**config.mk**
```make
export PLATFORM = sky130hd
export DESIGN_NAME = alu_ctrl_issue
export DESIGN_NICKNAME = d
export VERILOG_FILES = /design/src/rtl/alu_pkg.sv /design/src/rtl/alu_ctrl_dec.sv /design/src/rtl/alu_ctrl_issue.sv
export SDC_FILE = /design/constraint.sdc
export NUM_CORES = 1
export LEC_CHECK = 0
export ABC_AREA = 1
export CORE_MARGIN = 5
export CORE_UTILIZATION = 40
export CTS_CLUSTER_SIZE = 25
export DETAILED_ROUTE_END_ITERATION = 8
export PLACE_DENSITY = 0.78
export SYNTH_ARGS = -nofsm -noshare
export SYNTH_HDL_FRONTEND = slang
export SYNTH_SLANG_ARGS = --single-unit
```
**constraint.sdc**
```tcl
create_clock -name clk -period 1.75 [get_ports clk]
set_clock_uncertainty 0.1 [all_clocks]
set_input_delay 0.35 -clock clk [delete_from_list [all_inputs] [get_ports clk]]
set_output_delay 0.35 -clock clk [all_outputs]
set_load 0.01 [all_outputs]
```
**src/rtl/alu_pkg.sv**
```systemverilog
// Shared constants and op record for the ALU control issue stage.
package alu_pkg;

  localparam logic [3:0] ALU_AND  = 4'b0000;
  localparam logic [3:0] ALU_OR   = 4'b0001;
  localparam logic [3:0] ALU_ADD  = 4'b0010;
  localparam logic [3:0] ALU_SLL  = 4'b0011;
  localparam logic [3:0] ALU_SRL  = 4'b0100;
  localparam logic [3:0] ALU_SUB  = 4'b0110;
  localparam logic [3:0] ALU_XOR  = 4'b1001;
  localparam logic [3:0] ALU_NOR  = 4'b1100;
  localparam logic [3:0] ALU_SLTU = 4'b1110;

  localparam logic [6:0] OPC_R      = 7'b0110011;
  localparam logic [6:0] OPC_I      = 7'b0010011;
  localparam logic [6:0] OPC_LOAD   = 7'b0000011;
  localparam logic [6:0] OPC_STORE  = 7'b0100011;
  localparam logic [6:0] OPC_LUI    = 7'b0110111;
  localparam logic [6:0] OPC_AUIPC  = 7'b0010111;
  localparam logic [6:0] OPC_JAL    = 7'b1101111;
  localparam logic [6:0] OPC_JALR   = 7'b1100111;
  localparam logic [6:0] OPC_BRANCH = 7'b1100011;

  localparam logic [6:0] F7_BASE = 7'b0000000;
  localparam logic [6:0] F7_ALT  = 7'b0100000;

  typedef struct packed {
    logic [3:0] ctrl;
    logic [4:0] shamt;
    logic       illegal;
  } alu_op_t;

  localparam alu_op_t ALU_OP_ILLEGAL = '{ctrl: ALU_AND, shamt: 5'd0, illegal: 1'b1};

  function automatic alu_op_t mk_op(input logic [3:0] ctrl, input logic [4:0] shamt);
    mk_op = '{ctrl: ctrl, shamt: shamt, illegal: 1'b0};
  endfunction

endpackage

```
**src/rtl/alu_ctrl_dec.sv**
```systemverilog
// Combinational RV32I field decoder producing the ALU control code and shift amount.
module alu_ctrl_dec
  import alu_pkg::*;
(
  input  logic [31:0] instr,
  input  logic [4:0]  rs2_lo,
  output alu_op_t     op
);

  logic [6:0] opcode;
  logic [2:0] f3;
  logic [6:0] f7;
  logic [4:0] imm_sh;
  logic       unused_fields;

  assign opcode = instr[6:0];
  assign f3     = instr[14:12];
  assign f7     = instr[31:25];
  assign imm_sh = instr[24:20];
  assign unused_fields = ^{instr[19:15], instr[11:7]};

  always_comb begin
    op = ALU_OP_ILLEGAL;
    unique case (opcode)
      OPC_R: begin
        // every R-type op except SUB needs the base funct7
        if (f7 == F7_BASE) begin
          unique case (f3)
            3'b000:  op = mk_op(ALU_ADD,  rs2_lo);
            3'b001:  op = mk_op(ALU_SLL,  rs2_lo);
            3'b011:  op = mk_op(ALU_SLTU, rs2_lo);
            3'b100:  op = mk_op(ALU_XOR,  rs2_lo);
            3'b101:  op = mk_op(ALU_SRL,  rs2_lo);
            3'b110:  op = mk_op(ALU_OR,   rs2_lo);
            3'b111:  op = mk_op(ALU_AND,  rs2_lo);
            default: op = ALU_OP_ILLEGAL;
          endcase
        end else if (f7 == F7_ALT && f3 == 3'b000) begin
          op = mk_op(ALU_SUB, rs2_lo);
        end
      end
      OPC_I: begin
        unique case (f3)
          3'b000:  op = mk_op(ALU_ADD,  imm_sh);
          3'b001:  op = (f7 == F7_BASE) ? mk_op(ALU_SLL, imm_sh) : ALU_OP_ILLEGAL;
          3'b011:  op = mk_op(ALU_SLTU, imm_sh);
          3'b100:  op = mk_op(ALU_XOR,  imm_sh);
          3'b101:  op = (f7 == F7_BASE) ? mk_op(ALU_SRL, imm_sh) : ALU_OP_ILLEGAL;
          3'b110:  op = mk_op(ALU_OR,   imm_sh);
          3'b111:  op = mk_op(ALU_AND,  imm_sh);
          default: op = ALU_OP_ILLEGAL;
        endcase
      end
      OPC_LOAD, OPC_STORE, OPC_LUI, OPC_AUIPC, OPC_JAL, OPC_JALR: begin
        op = mk_op(ALU_ADD, 5'd0);
      end
      OPC_BRANCH: begin
        unique case (f3)
          3'b000, 3'b001: op = mk_op(ALU_SUB,  5'd0);
          3'b110, 3'b111: op = mk_op(ALU_SLTU, 5'd0);
          default:        op = ALU_OP_ILLEGAL;
        endcase
      end
      default: op = ALU_OP_ILLEGAL;
    endcase
  end

endmodule

```
**src/rtl/alu_ctrl_issue.sv**
```systemverilog
// Registered valid/ready issue stage with a 2-entry skid buffer for decoded ALU ops.
// Optional saturating performance counters are built when ALU_CTRL_PERF_EN is defined.
module alu_ctrl_issue
  import alu_pkg::*;
#(
  parameter int CTR_W = 16
) (
  input  logic             clk,
  input  logic             rst_n,
  input  logic             in_valid,
  output logic             in_ready,
  input  logic [31:0]      in_instr,
  input  logic [4:0]       in_rs2_lo,
  output logic             out_valid,
  input  logic             out_ready,
  output logic [3:0]       out_alu_ctrl,
  output logic [4:0]       out_shamt,
  output logic             out_illegal,
  output logic [CTR_W-1:0] perf_issued,
  output logic [CTR_W-1:0] perf_illegal
);

  alu_op_t dec_op;
  alu_op_t m_op;
  alu_op_t s_op;
  logic    m_valid;
  logic    s_valid;
  logic    accept;
  logic    pop;

  alu_ctrl_dec u_dec (
    .instr  (in_instr),
    .rs2_lo (in_rs2_lo),
    .op     (dec_op)
  );

  // s_valid is a flop, so in_ready is registered with no input-to-output path
  assign in_ready = ~s_valid;
  assign accept   = in_valid & in_ready;
  assign pop      = m_valid & out_ready;

  always_ff @(posedge clk) begin
    if (!rst_n) begin
      m_valid <= 1'b0;
      s_valid <= 1'b0;
      m_op    <= '0;
      s_op    <= '0;
    end else if (!m_valid || pop) begin
      if (s_valid) begin
        m_valid <= 1'b1;
        m_op    <= s_op;
        s_valid <= accept;
        if (accept) s_op <= dec_op;
      end else begin
        m_valid <= accept;
        if (accept) m_op <= dec_op;
      end
    end else if (accept) begin
      s_valid <= 1'b1;
      s_op    <= dec_op;
    end
  end

  assign out_valid    = m_valid;
  assign out_alu_ctrl = m_op.ctrl;
  assign out_shamt    = m_op.shamt;
  assign out_illegal  = m_op.illegal;

`ifdef ALU_CTRL_PERF_EN
  logic [CTR_W-1:0] issued_q;
  logic [CTR_W-1:0] illegal_q;

  always_ff @(posedge clk) begin
    if (!rst_n) begin
      issued_q  <= '0;
      illegal_q <= '0;
    end else if (pop) begin
      if (issued_q != '1) issued_q <= issued_q + CTR_W'(1);
      if (m_op.illegal && illegal_q != '1) illegal_q <= illegal_q + CTR_W'(1);
    end
  end

  assign perf_issued  = issued_q;
  assign perf_illegal = illegal_q;
`else
  assign perf_issued  = '0;
  assign perf_illegal = '0;
`endif

endmodule

```
==> key figures <==
Clock network
  – Htree depth: 1
  – Clock latency at the later pin of the worst-skew pair: 260 ps
  – Post-CTS Hold Fix Bufs: 0
  – CTS Root Cell: clkbuf_8
  – CTS tree: done
  – # clock sinks: 22
  – Clk slew on worst S/H paths: 80 ps
  – CTS buffer count: 3
  – Clock Path Buffers: 2

Power and ir drop
  – Clock power share: 35.9%
  – Internal Power: 970 µW
  – Max IR drop VDD: 0.000305 V
  – Net switching fraction of the power: 25.3%
  – NetSw: 329 µW
  – Seq pwr share: 40.4%
  – Pwr/cell area: 549 nW/µm²
  – Leak pwr: 1.15 nW
  – Gate power share: 23.7%

STA
  – Peak Freq: 592 MHz
  – Final TNS setup: 0 ps
  – Slew Limit Fails: 0
  – Setup violators final: 0
  – Final worst slack: 60.0 ps
  – Final Hold Fails: 0
  – Final Critical Period: 1690 ps
  – Final period utilization: 96.6%
  – Hold_ws: 363 ps

Layout
  – N_diodes: 0
  – Area Overhead vs Synth: 45.3%
  – Nets@finish: 355
  – Area of the multi-input gates: 982 µm²
  – Finished Core Util: 59.6%
  – Final Cell Area: 2370 µm²
  – Most frequent cells in the layout: conb_1, clkdlybuf4s50_1, inv_1, nand2_1, a21oi_1
  – FF/Latch Area: 440 µm²
  – Layout cell share with drive strength beyond 1: 24.3%
  – Fill cell count: 394

Detailed routing
  – Routed len/inst: 11.0 µm
  – Vias: 1698
  – DRC viols: 0
  – DR WL met3: 262 µm
  – Pre-antenna DRT Iters: 4
  – DR top layer: met4
  – Total wire length: 4010 µm
  – M1 WL: 1540 µm
  – Antenna-violating nets left: 0
  – WL met2: 2150 µm
  – DR vias/cell: 4.68
  – 1st-iter DRT viols: 61

Floorplanning
  – Initial Util: 41.0%
  – Full die area: 5450 µm²
  – Die Ht: 73.8 µm
  – # IOs: 85
  – Core area: 3970 µm²
  – # rows: 23
  – Die width: 73.8 µm

Global route
  – Total grt overflow: 0
  – Initial antenna violation count: 0
  – Vias in the first global route: 1434
  – First-pass GRT wire length: 5910 µm
  – Total track usage: 13.8%
  – Largest net degree at the start of global routing: 22

Synthesis
  – Post-Synthesis Cells: 248
  – Synth warn: 0
  – Distinct cells, synth: 26
  – Sequential area share after synthesis: 27.0%
  – Synthesis-stage register bit count: 22
  – Synth Area per Inst: 6.57 µm²
  – Mapped cell area: 1630 µm²

Placement
  – Port Buffers: 42
  – Placement Setup Slack: -298 ps
  – DP HPWL: 3080 µm
  – Final GP Congestion: 0.859
  – Area after DPL: 2120 µm²

Critical path
  – Data required time of the worst path: 1300 ps
  – Critical-path maximum fanout: 6
  – Critical Path, Cell by Cell: inv_2 -> clkdlybuf4s50_1
  – CP Launch Type: flop
  – Arr. time, crit path: 1240 ps
  – CP peak stage delay: 550 ps
  – Worst Reg2Reg Path Length in Cells: 7
  – CP Depth: 2
  – Worst setup EP type: output port
  – Slowest CP cell: clkdlybuf4s50_1
  – Delay-heaviest family, CP: buffers and inverters
  – Crit Path Category: flop to output port
  – CP Buf/Inv Count: 2

Flow run
  – MaxCap Viol Count: 0

Worst hold path
  – Number of cells on the worst hold path: 2
  – Worst hold path class: flop to flop

Status
  – Status: complete, no violations
==> metrics by stage <==
stage	power, mW	instances
4_1_cts	1.29	356
3_5_place_dp	0.827	351
6_report	1.30	363
2_1_floorplan	0.732	279
3_3_place_gp	0.821	351
5_1_grt	1.36	363
==> flip-flops by register name, summed over array words and instances, names as in the netlist <==
register and flops:
s_valid 1, out_alu_ctrl 4, out_shamt 5, s_op 10, out_illegal 1, out_valid 1
==> power groups by stage <==
stage | clock network [mW] | registers [mW] | logic, mW
after floorplan | 0 | 0.540 | 0.192
after global placement | 0 | 0.536 | 0.285
after detailed placement | 0 | 0.537 | 0.289
after CTS | 0.476 | 0.525 | 0.291
after global routing | 0.494 | 0.527 | 0.341
final | 0.466 | 0.525 | 0.308
==> Yosys cell counts <==
| cell type | n | area, µm² |
|---|---|---|
| o21ai_1 | 17 | 85.1 |
| a211oi_2 | 1 | 12.5 |
| a21oi_2 | 3 | 26.3 |
| inv_1 | 30 | 113 |
| o22ai_1 | 1 | 6.26 |
| nand3_1 | 20 | 100 |
| nand2_2 | 2 | 12.5 |
| inv_2 | 5 | 18.8 |
| clkbuf_1 | 5 | 18.8 |
| nor2_2 | 6 | 37.5 |
| nor3_4 | 2 | 32.5 |
| nand4_1 | 8 | 50.1 |
| a21oi_1 | 32 | 160 |
| a211oi_1 | 1 | 7.51 |
| o21ai_0 | 3 | 15.0 |
| conb_1 | 1 | 3.75 |
| buf_1 | 1 | 3.75 |
| buf_4 | 34 | 255 |
| nand3b_1 | 1 | 7.51 |
| nor2_4 | 2 | 22.5 |
| nor2_1 | 11 | 41.3 |
| o21a_1 | 1 | 7.51 |
| nand2_1 | 37 | 139 |
| dfxtp_1 | 22 | 440 |
| buf_2 | 1 | 5.00 |
| a21boi_0 | 1 | 7.51 |
==> cells by family after synthesis <==
| family | count (synthesis) | synth area share [%] |
|---|---|---|
| compound gates | 60 | 20.1 |
| simple gates | 89 | 27.2 |
| other cells | 1 | 0.230 |
| flops | 22 | 27.0 |
| buf+inv | 76 | 25.4 |
==> per-layer routing <==
metal / track usage (%) / vias to the layer above
li1: - / 878
met3: 1.78 / 7
met1: 15.9 / 758
met4: 4.23 / 0
met2: 25.9 / 55
met5: 0 / -
==> cell type report <==
| type | count | area share, % |
|---|---|---|
| tap | 50 | 2.64 |
| sequential | 22 | 18.6 |
| timing repair buffer | 71 | 28.7 |
| clock inverter | 1 | 1.27 |
| inverter | 35 | 5.55 |
| multi-input combinational | 181 | 41.5 |
| clock buffer | 3 | 1.74 |
==> worst min-delay path, delay by kind of cell, from the launching register on <==
kind / cells / cell delay [ps]
AND/OR/NAND/NOR: 1 / 60
flip-flops: 1 / 310
AO/OA/AOI/OAI: 1 / 50
==> path summary, 6_finish.rpt <==
| path | endpoint | start | slack [ps] |
|---|---|---|---|
| worst max-delay path | in_ready | s_valid | 60 |
| worst min-delay path | out_alu_ctrl[1] | out_alu_ctrl[1] | 360 |
| worst max register to register | out_shamt[4] | s_valid | 380 |
| worst min register to register | out_alu_ctrl[1] | out_alu_ctrl[1] | 360 |
==> timing repair <==
item                                    4_1_cts  5_1_grt
buffers inserted                              1        7
pin swaps                                     5       15
cloned                                        0        0
endpoints found under the setup margin        3       18
gates resized for setup                       5       33
No activity file was read; power rests on OpenSTA's default activity.
